$ cat src/rtl/truth_table_sweeper.sv
`default_nettype none
// ============================================================================
// Module   : truth_table_sweeper
// Purpose  : Drives every input vector of a small combinational lab DUT and
//            checks its outputs against an expected truth table. The optional
//            STOP_ON_ERR_EN macro ends the sweep at the first mismatch.
// Revision : 1.0
// ============================================================================
module truth_table_sweeper #(
  parameter int N_IN  = 4,
  parameter int N_OUT = 2,
  parameter int HOLD  = 8
) (
  input  logic                       clk,
  input  logic                       rst_n,
  input  logic                       start,
  input  logic [N_OUT*(2**N_IN)-1:0] exp_table,
  input  logic [N_OUT-1:0]           dut_out,
  output logic [N_IN-1:0]            dut_in,
  output logic                       busy,
  output logic                       done,
  output logic                       pass,
  output logic [N_IN:0]              err_count,
  output logic [N_IN-1:0]            first_err_idx,
  output logic                       err_seen
);

  localparam int              c_NVEC      = 2**N_IN;
  localparam logic [15:0]     c_HOLD_LAST = 16'(HOLD - 1);
  localparam logic [N_IN-1:0] c_IDX_LAST  = '1;
  localparam logic [N_IN:0]   c_ERR_MAX   = {1'b1, {N_IN{1'b0}}};

  typedef enum logic [1:0] {
    S_IDLE  = 2'd0,
    S_DRIVE = 2'd1,
    S_DONE  = 2'd2
  } state_t;

  state_t           r_state;
  state_t           w_state_nxt;
  logic [15:0]      r_hold_cnt;
  logic [N_IN-1:0]  r_idx;
  logic             r_busy;
  logic             r_done;
  logic             r_pass;
  logic             r_err_seen;
  logic [N_IN:0]    r_err_count;
  logic [N_IN-1:0]  r_first_err_idx;
  logic [N_OUT-1:0] w_exp_arr [c_NVEC];
  logic             w_sample;
  logic             w_mis;
  logic             w_stop;
  logic             w_finish;

  generate
    for (genvar g = 0; g < c_NVEC; g++) begin : g_exp_slice
      assign w_exp_arr[g] = exp_table[g*N_OUT +: N_OUT];
    end
  endgenerate

  always_comb begin
    w_sample    = (r_state == S_DRIVE) && (r_hold_cnt == c_HOLD_LAST);
    w_mis       = w_sample && (dut_out != w_exp_arr[r_idx]);
`ifdef STOP_ON_ERR_EN
    w_stop      = w_mis;
`else
    w_stop      = 1'b0;
`endif
    w_finish    = w_sample && ((r_idx == c_IDX_LAST) || w_stop);
    w_state_nxt = r_state;
    case (r_state)
      S_IDLE, S_DONE: if (start)    w_state_nxt = S_DRIVE;
      S_DRIVE:        if (w_finish) w_state_nxt = S_DONE;
      default:                      w_state_nxt = S_IDLE;
    endcase
  end

  always_ff @(posedge clk) begin
    if (!rst_n) r_state <= S_IDLE;
    else        r_state <= w_state_nxt;
  end

  always_ff @(posedge clk) begin
    if (!rst_n) begin
      r_idx           <= '0;
      r_hold_cnt      <= '0;
      r_busy          <= 1'b0;
      r_done          <= 1'b0;
      r_pass          <= 1'b0;
      r_err_count     <= '0;
      r_first_err_idx <= '0;
      r_err_seen      <= 1'b0;
    end else if ((r_state != S_DRIVE) && start) begin
      r_idx           <= '0;
      r_hold_cnt      <= '0;
      r_busy          <= 1'b1;
      r_done          <= 1'b0;
      r_pass          <= 1'b0;
      r_err_count     <= '0;
      r_first_err_idx <= '0;
      r_err_seen      <= 1'b0;
    end else if (r_state == S_DRIVE) begin
      if (w_sample) begin
        r_hold_cnt <= '0;
        if (w_mis) begin
          if (r_err_count != c_ERR_MAX) r_err_count <= r_err_count + 1'b1;
          if (!r_err_seen) begin
            r_first_err_idx <= r_idx;
            r_err_seen      <= 1'b1;
          end
        end
        if (w_finish) begin
          r_busy <= 1'b0;
          r_done <= 1'b1;
          r_pass <= !(r_err_seen || w_mis);
          // An early stop leaves the failing vector on the pins for probing.
          if (!w_stop) r_idx <= '0;
        end else begin
          r_idx <= r_idx + 1'b1;
        end
      end else begin
        r_hold_cnt <= r_hold_cnt + 1'b1;
      end
    end
  end

  assign dut_in        = r_idx;
  assign busy          = r_busy;
  assign done          = r_done;
  assign pass          = r_pass;
  assign err_count     = r_err_count;
  assign first_err_idx = r_first_err_idx;
  assign err_seen      = r_err_seen;

endmodule
`default_nettype wire

$ cat config.mk
export PLATFORM = sky130hd
export DESIGN_NAME = truth_table_sweeper
export DESIGN_NICKNAME = d
export VERILOG_FILES = /design/src/rtl/truth_table_sweeper.sv
export SDC_FILE = /design/constraint.sdc
export NUM_CORES = 1
export LEC_CHECK = 0
export CAP_MARGIN = 25
export CORE_MARGIN = 1
export CORE_UTILIZATION = 40
export CTS_CLUSTER_DIAMETER = 40
export DETAILED_ROUTE_END_ITERATION = 10
export PLACE_DENSITY = 0.67
export SYNTH_ARGS = -nofsm -noshare
export SYNTH_HDL_FRONTEND = slang
export SYNTH_SLANG_ARGS = --single-unit
$ cat constraint.sdc
create_clock -name clk -period 2.95 [get_ports clk]
set_input_delay 0.59 -clock clk [delete_from_list [all_inputs] [get_ports clk]]
set_output_delay 0.59 -clock clk [all_outputs]
set_load 0.1 [all_outputs]
==> flow_summary_export.csv <==
group,metric,value,unit
die,fp.dieArea,4918,sq um
setup_path,crit_path_end_kind,"register",
global_route,grt-busiest-layer,"met2",
timing,whs,460.8,ps
timing,fmax,405.8,MHz
timing,tns,0,ps
layout,num_antenna_cells,0,
place,port_buffers,53,
yosys,synth-seq-area-share,37.74,%
detailed_routing,wl,3.927,mm
timing,drv_slew,0,
place,place_area,2376,sq um
global_route,grt_util_met2,27.46,%
clock_tree,post-cts-setup-buffer-count,0,
setup_path,worstSetupPathType,"input port to register",
timing,setup_viol_count_final,0,
layout,fillers,408,
die,dieWidth,70.13,microns
setup_path,required,3170,ps
detailed_routing,antenna_left,0,
timing,final-hold-violation-count,0,
die,core_area,4414,sq um
layout,final_nets,307,
global_route,grt_max_degree,19,
detailed_routing,dr.pass1.iters,4,
global_route,grt_pass1_vias,1520,
layout,final_util,56.09,%
yosys,syn-num-nets,253,
timing,finalCritPeriodShare,83.52,%
die,die_height,70.13,microns
global_route,grt_use_met3,6.061,%
clock_tree,tritoncts,"yes",
setup_path,cpMaxStageDelayCell,"mux4_2",
clock_tree,cts_resized,0,
yosys,synth_flop_cell,"dfxtp_1",
clock_tree,clock_sink_count,35,
power_and_ir_drop,vdd_drop_max,0.2740,mV
layout,mostFrequentLayoutCells,"36 x clkdlybuf4s50_1, 35 x dfxtp_1, 33 x nand2_1, 24 x nor2_1, 20 x buf_4",
yosys,syn_avg_cell_area,8.758,sq um
detailed_routing,avgRoutedWirePerCell,12.31,microns
global_route,grtUsageTotal,17.34,%
timing,period_needed,2464,ps
detailed_routing,drt_iter0_markers,43,
global_route,grt_pass1_wl,6.810,mm
timing,worstMarginPinSlew,626.7,ps
global_route,met1_usage,21.62,%
power_and_ir_drop,power.leakage,0.9050,nW
setup_path,crit_top_cell,"mux2i_1",
yosys,syn-instance-count,212,
clock_tree,htree_num_levels,2,
layout,synthToLayoutAreaGrowth,33.36,%
setup_path,r2r_slack,540,ps
timing,worst_clock_skew,6.652,ps
layout,final_cell_area,2476,sq um
yosys,synth_edf_count,0,
global_route,antenna_found_initial,0,
setup_path,critPathMaxFanout,8,
clock_tree,clock_latency,280,ps
place,hpwl,2.896,mm
layout,drive_gt1_share,13.11,%
clock_tree,cts.path.max_buffers,2,
setup_path,startpoint_type,"input port",
timing,slew_headroom,58.22,%
yosys,syn_area,1857,sq um
clock_tree,clkTransAtPathRegs,70,ps
global_route,grt_overflow_total,0,
clock_tree,clock-root-buffer,"clkbuf_8",
yosys,synthArstFlopShare,0,%
setup_path,arrival,2680,ps
die,initial_core_util,42.06,%
setup_path,path_cells,"clkdlybuf4s50_1 -> mux2i_1 -> mux4_2 -> mux2i_1 -> xor2_1 -> a21oi_2 -> or4_1 -> a21oi_1",
timing,rsz0062_at_grt,"no",
detailed_routing,vias,1656,
clock_tree,cts_buffers,5,
place,gp_congestion,0.7158,
power_and_ir_drop,power_density,385.6,nW/um^2
die,row_count,24,
setup_path,crit_path_max_incr_delay,480,ps
status,outcome,"finished, final reports clean",
flow_run,maxCapViolCount,0,
yosys,ys_ff_latch,35,
die,pin_count,54,
layout,final_common_cell,"clkdlybuf4s50_1",
yosys,yosys_warnings,0,
yosys,ys_types,36,
detailed_routing,viasPerCell,5.191,
hold_path,hold_path_class,"register to register",
clock_tree,cts_hold_buf,0,
detailed_routing,drc,0,
==> critical path, delay by kind of cell <==
family	cells	cell delay, ps
multiplexers	3	700
buffers and inverters	1	460
AO/OA/AOI/OAI	2	250
AND/OR/NAND/NOR	1	480
XOR/XNOR	1	200
==> report_power, final <==
part | internal (mW) | switching, mW
Combinational | 0.0586 | 0.0421
Sequential | 0.476 | 0.00264
Clock | 0.213 | 0.163
Total | 0.747 | 0.207
==> worst paths after layout <==
path	start	endpoint	cells past startpoint
max	exp_table[14]	err_count[4]$_SDFFE_PP0P_	8
min	first_err_idx[1]$_SDFFE_PP0P_	first_err_idx[1]$_SDFFE_PP0P_	2
max reg2reg	dut_in[0]$_SDFFE_PP0P_	err_count[4]$_SDFFE_PP0P_	7
min reg2reg	first_err_idx[1]$_SDFFE_PP0P_	first_err_idx[1]$_SDFFE_PP0P_	2
==> registers in the layout, summed over array words and instances, names as in the netlist <==
| name | cells |
|---|---|
| first_err_idx | 4 |
| err_count | 5 |
| r_hold_cnt | 16 |
| err_seen | 1 |
| r_state | 2 |
| dut_in | 4 |
| done | 1 |
| busy | 1 |
| pass | 1 |
==> Yosys cell counts (2+ instances only) <==
master | n | area [sq um]
mux4_2 | 4 | 90.09
nor3b_1 | 2 | 15.01
xor2_1 | 13 | 113.9
nor2_1 | 24 | 90.09
nand4_1 | 6 | 37.54
mux2i_1 | 18 | 180.2
ha_1 | 4 | 50.05
a21oi_1 | 8 | 40.04
nor2b_1 | 3 | 18.77
dfxtp_1 | 35 | 700.7
nor4_1 | 3 | 18.77
nand2_1 | 33 | 123.9
nor3_1 | 5 | 25.02
inv_1 | 4 | 15.01
and3_1 | 5 | 31.28
mux2_2 | 2 | 22.52
xnor2_1 | 4 | 35.03
a21boi_0 | 2 | 15.01
o21ai_0 | 2 | 10.01
or3_1 | 3 | 18.77
nand2b_1 | 3 | 18.77
nand3_1 | 10 | 50.05
clkbuf_1 | 6 | 22.52
==> layout make-up <==
class | instances | area (sq um) | share of cell area [%]
Multi-Input combinational cell | 164 | 1085 | 43.81
Sequential cell | 35 | 700.7 | 28.30
Timing Repair Buffer | 56 | 510.5 | 20.62
Clock buffer | 8 | 100.1 | 4.042
Tap cell | 52 | 65.06 | 2.628
Inverter | 4 | 15.01 | 0.6064
==> stage by stage <==
stage / setup WS, ps / power [mW] / cells
5_1_grt: 310.9 / 0.9935 / 319
3_3_place_gp: 205.0 / 0.5895 / 311
4_1_cts: 485.8 / 0.9674 / 319
6_report: 486.0 / 0.9547 / 319
2_1_floorplan: 9.742 / 0.5333 / 212
3_5_place_dp: 179.5 / 0.5904 / 311
==> kinds of logic after synthesis <==
| group | count (synthesis) | synth area share, % |
|---|---|---|
| compound gates | 18 | 6.133 |
| flops | 35 | 37.74 |
| xor+xnor | 17 | 8.019 |
| mux | 24 | 15.77 |
| buf+inv | 13 | 3.841 |
| fa+ha+maj | 4 | 2.696 |
| simple gates | 101 | 25.81 |
==> per-layer routing <==
metal	wire length, microns	share of wire (%)	vias up
li1	-	-	843
met1	1865	47	760
met2	1730	44	47
met3	264	6.7	6
met4	66	1.7	0
met5	0	0	-
Note: power is estimated with default switching activity, not from simulation.
==> RTL edit 1: new RTL, same flow settings <==
The parameter `N_OUT` goes from 2 to 4.
--- a/src/rtl/truth_table_sweeper.sv
+++ b/src/rtl/truth_table_sweeper.sv
@@ -9,5 +9,5 @@
 module truth_table_sweeper #(
   parameter int N_IN  = 4,
-  parameter int N_OUT = 2,
+  parameter int N_OUT = 4,
   parameter int HOLD  = 8
 ) (
Interface: changed (resized dut_out and exp_table); port bits go from 54 to 88. The function was not compared with the original's and may differ.
==> RTL edit 1 against the original RTL <==
Cell area is 33% higher; sequential cell count is the same; routed wire length up 52%; area after synthesis rose by 24%; via count rose by 28%; worst setup slack better by 0.075 ns; total power up 11%; die area is 23% higher; critical endpoint is now first_err_idx[2].
==> RTL edit 1: results (changes against the original RTL) <==
[cells_and_area]
drive_gt1_share_pct=11.8  ; was 13.1%
finalNetCount=422  ; was 307

[cts]
cts_made_buffers=5  ; unchanged

[setup_path]
critical_path_arrival_ns=2.59  ; was 2.68 ns

[yosys]
synth_seq_area_share_pct=30.5  ; was 37.7%
async_flop_share_pct=0  ; unchanged
ys_top_cells_by_area=dfxtp_1, mux2i_1, nand2_1  ; unchanged
syn_nets=335  ; was 253
syn_inst=260  ; was 212
synth_cell_types=46  ; was 36
synth_commonest_cells=mux2i_1, dfxtp_1, nand2_1  ; was dfxtp_1, nand2_1, nor2_1

[detailed_routing]
wirelength_mm=5.97  ; was 3.93 mm
drt-initial-drc-count=63  ; was 43
wl_per_cell_um=14.3  ; was 12.3 um
via_count=2123  ; was 1656

[power_and_ir_drop]
max-vdd-ir-drop_uv=268  ; was 274 uV
p_leak_nw=1.23  ; was 0.905 nW

[global_route]
track_usage_pct=21.0  ; was 17.3%
grt_pass1_wl_mm=10.1  ; was 6.81 mm
grt_pass1_vias=2198  ; was 1520
grt_max_degree=31  ; was 19

[placed_design]
dpl.cell_count=412  ; was 311
io_buffers=87  ; was 53
hpwl_mm=4.87  ; was 2.90 mm
place.gp.congestion=0.794  ; was 0.716
place_ws_ns=0.251  ; was 0.180 ns
postPlaceCellArea_um2=3200  ; was 2380 um^2

[timing]
fin_skew_ns=0.00970  ; was 0.00665 ns

[outcome]
status=complete, no violations  ; unchanged

[RTL edit 1: cell types whose count changed after synthesis, sizes merged, moves of 2 or more]
| cell | change |
|---|---|
| o211ai | +4 |
| buf | +5 |
| mux2 | -2 |
| and2 | +2 |
| a22oi | +8 |
| nor3 | -3 |
| mux2i | +25 |
| a221oi | +3 |
| a21oi | -3 |
| a22o | +2 |
| nor2 | +6 |
| nor3b | -2 |
| mux4 | -2 |
[RTL edit 1: cell families (layout without fill, tap and decap cells)]
| kind of cell | after synthesis | in the layout | share of synthesized area [%] |
|---|---|---|---|
| muxes | 45 | 45 | 20.7 |
| buffers and inverters | 17 | 104 | 4.41 |
| DFF | 35 | 35 | 30.5 |
| and+or+nand+nor | 105 | 105 | 21.4 |
| AOI/OAI and AO/OA | 36 | 36 | 13.9 |
| adders and majority gates | 4 | 4 | 2.18 |
| xor gates and xnor gates | 18 | 18 | 6.86 |
[RTL edit 1: cell type report]
cell class              count  area [um^2]
fillers                   525         2200
multi-input cells         208         1500
repair buffers             93          898
flip-flops and latches     35          701
well taps                  72         90.1
clock buffers               6         72.6
clock inverters             1         30.0
inverters                   4         15.0
[RTL edit 1: critical path: stages]
cell and delay (ns):
clkdlybuf4s50_1 0.47, mux2i_1 0.07, mux4_2 0.46, mux2i_1 0.16, xor2_1 0.11, a31o_4 0.25, o211ai_4 0.26, mux2i_1 0.21
[RTL edit 1: final timing paths]
kind,slack [ns],depth (start not counted),start,to
max,0.56,8,exp_table[33],first_err_idx[2]
min,0.46,2,first_err_idx[0],first_err_idx[0]
max reg2reg,0.63,8,dut_in[0],first_err_idx[2]
min reg2reg,0.46,2,first_err_idx[0],first_err_idx[0]
[RTL edit 1: metal layers]
metal	global-route usage [%]	vias to the layer above	part of all wire, %
met5	0	-	0
met1	22.5	963	43
met3	4.47	13	4.3
li1	-	1101	-
met4	7.17	0	2.2
met2	40.2	46	50
[RTL edit 1: where the power goes]
group	internal [mW]	switching [mW]
clock network	0.247	0.156
logic	0.111	0.0633
registers	0.476	0.00273
total	0.835	0.222
==> RTL edit 2: new RTL, config.mk and constraints unchanged <==
Without the edit above. Encoding of `state_t`: now one-hot (3 bits for 3 states).
--- a/src/rtl/truth_table_sweeper.sv
+++ b/src/rtl/truth_table_sweeper.sv
@@ -31,8 +31,8 @@
   localparam logic [N_IN:0]   c_ERR_MAX   = {1'b1, {N_IN{1'b0}}};
 
-  typedef enum logic [1:0] {
-    S_IDLE  = 2'd0,
-    S_DRIVE = 2'd1,
-    S_DONE  = 2'd2
+  typedef enum logic [2:0] {
+    S_IDLE  = 3'b001,
+    S_DRIVE = 3'b010,
+    S_DONE  = 3'b100
   } state_t;
 
Behaviour: same outputs for any inputs over 10 cycles, from zero or initial values and one cycle with rst_n low; not proved beyond that.
==> RTL edit 2 against the original RTL <==
Routed wire length rose by 18%; cell area rose by 13%; sequential cell count rose by 1; total power rose by 2.5%; worst setup slack got worse by 0.022 ns; largest power group unchanged; non-clock buffer count rose by 5; global-route usage rose by 0.75 points; critical path depth rose by 1; via count rose by 11%; highest routed layer unchanged; fmax fell by 0.87%; area after synthesis rose by 14%; count of clock-buffer cells in the layout fell by 1; cell count rose by 13%; clock skew barely moved.
==> RTL edit 2: results (changes against the original RTL) <==
[power_and_ir_drop]
p_leak_nw=0.969  ; was 0.905 nW
max-vdd-ir-drop_uv=293  ; was 274 uV

[cts]
cts.clk_slew.worst_paths_ns=0.07  ; about the same
clk-insertion-delay-late_ns=0.29
ctsLongestPathBuffers=2  ; unchanged
htreeDepth=2  ; unchanged
cts_resized=0  ; unchanged
cts_made_buffers=5  ; unchanged

[yosys]
ys_top_cells_by_area=dfxtp_1, mux4_1, nand2_1  ; was dfxtp_1, mux2i_1, nand2_1
synth_cell_types=46  ; was 36
ys_warn_count=0  ; unchanged
synth_commonest_cells=dfxtp_1, nand2_1, nor2_1  ; unchanged
syn_inst=232  ; was 212
syn_nets=273  ; was 253
synth_seq_area_share_pct=34.0  ; was 37.7%
async_flop_share_pct=0  ; unchanged

[placed_design]
place.gp.congestion=0.769  ; was 0.716
postPlaceCellArea_um2=2700  ; was 2380 um^2
io_buffers=53  ; unchanged
hpwl_mm=3.58  ; was 2.90 mm
place_ws_ns=0.162  ; was 0.180 ns
dpl.cell_count=353  ; was 311

[setup_path]
crit_family=buffers and inverters  ; was multiplexers
critical_path_arrival_ns=2.68  ; about the same
crit_slowest_cell=mux4_1  ; was mux4_2
cp_slowest_stage_delay_ns=0.52  ; was 0.48 ns
path_max_fanout=4  ; was 8

[global_route]
grtUsageMet2_pct=31.5  ; was 27.5%
grt_pass1_wl_mm=7.75  ; was 6.81 mm
grt_max_degree=22  ; was 19
antenna_found_initial=0  ; unchanged
grt_pass1_vias=1644  ; was 1520
track_usage_pct=18.1  ; was 17.3%
grt_util_met1_pct=22.7  ; was 21.6%
use_met3_pct=4.02  ; was 6.06%

[detailed_routing]
wl_per_cell_um=12.9  ; was 12.3 um
via_count=1846  ; was 1656
drt-initial-drc-count=90  ; was 43
ant_nets=0  ; unchanged

[cells_and_area]
finalNetCount=331  ; was 307
regMostFlops=r_hold_cnt  ; unchanged
insertedDiodeCount=0  ; unchanged
drive_gt1_share_pct=16.6  ; was 13.1%
largest_register_ffs=16  ; unchanged
stdcell_count=360  ; was 319

[timing]
worst_pin_slew_ns=0.892  ; was 0.627 ns
fin_skew_ns=0.00710  ; was 0.00665 ns

[worst_hold_path]
hp-class=flip-flop to flip-flop  ; unchanged

[outcome]
status=complete, no violations  ; unchanged

RTL edit 2: cell count changes in the layout (fill, tap and decap cells not counted), sizes merged, moves of 4 or more:
cell,before,now
mux2i,18,7
buf,20,25
o211ai,0,5
mux4,4,8
o31ai,1,5
RTL edit 2: cells by family after synthesis:
family,synth area share [%]
AND/OR/NAND/NOR,24.8
AO/OA/AOI/OAI,14.2
flip-flops,34.0
XOR/XNOR,8.14
buffers and inverters,3.71
multiplexers,12.9
adder cells (fa/ha/maj),2.36
RTL edit 2: worst paths after layout:
check / start / to / slack, ns / depth (start not counted)
worst max-delay path: exp_table[5] / err_count[1] / 0.46 / 9
worst min-delay path: done / done / 0.45 / 2
worst max register to register: dut_in[1] / pass / 0.50 / 7
worst min register to register: done / done / 0.45 / 2
RTL edit 2: layout make-up:
type                    instances  area [um^2]
repair buffers                 61          548
clock buffers                   7         96.3
inverters                       6         22.5
well taps                      70         87.6
multi-input cells             180         1320
fillers                       500         2310
flip-flops and latches         36          723
RTL edit 2: per-layer routing:
metal / up-vias / wire, um
li1: 950 / -
met1: 869 / 2180
met2: 23 / 2310
met3: 4 / 133
met4: 0 / 29
met5: - / 0
RTL edit 2: worst reg2reg max path, delay by kind of cell (launching register included):
| kind | cells | cell delay (ns) |
|---|---|---|
| flip-flops | 1 | 0.44 |
| buffers and inverters | 1 | 0.19 |
| XOR/XNOR | 1 | 0.39 |
| AO/OA/AOI/OAI | 2 | 0.47 |
| multiplexers | 2 | 0.67 |
| AND/OR/NAND/NOR | 1 | 0.21 |
RTL edit 2: power breakdown:
group,switching (mW),leakage (nW),internal (mW)
combinational,0.0463,0.627,0.0649
sequential,0.00413,0.292,0.489
clock,0.166,0.0503,0.208
total,0.217,0.969,0.762
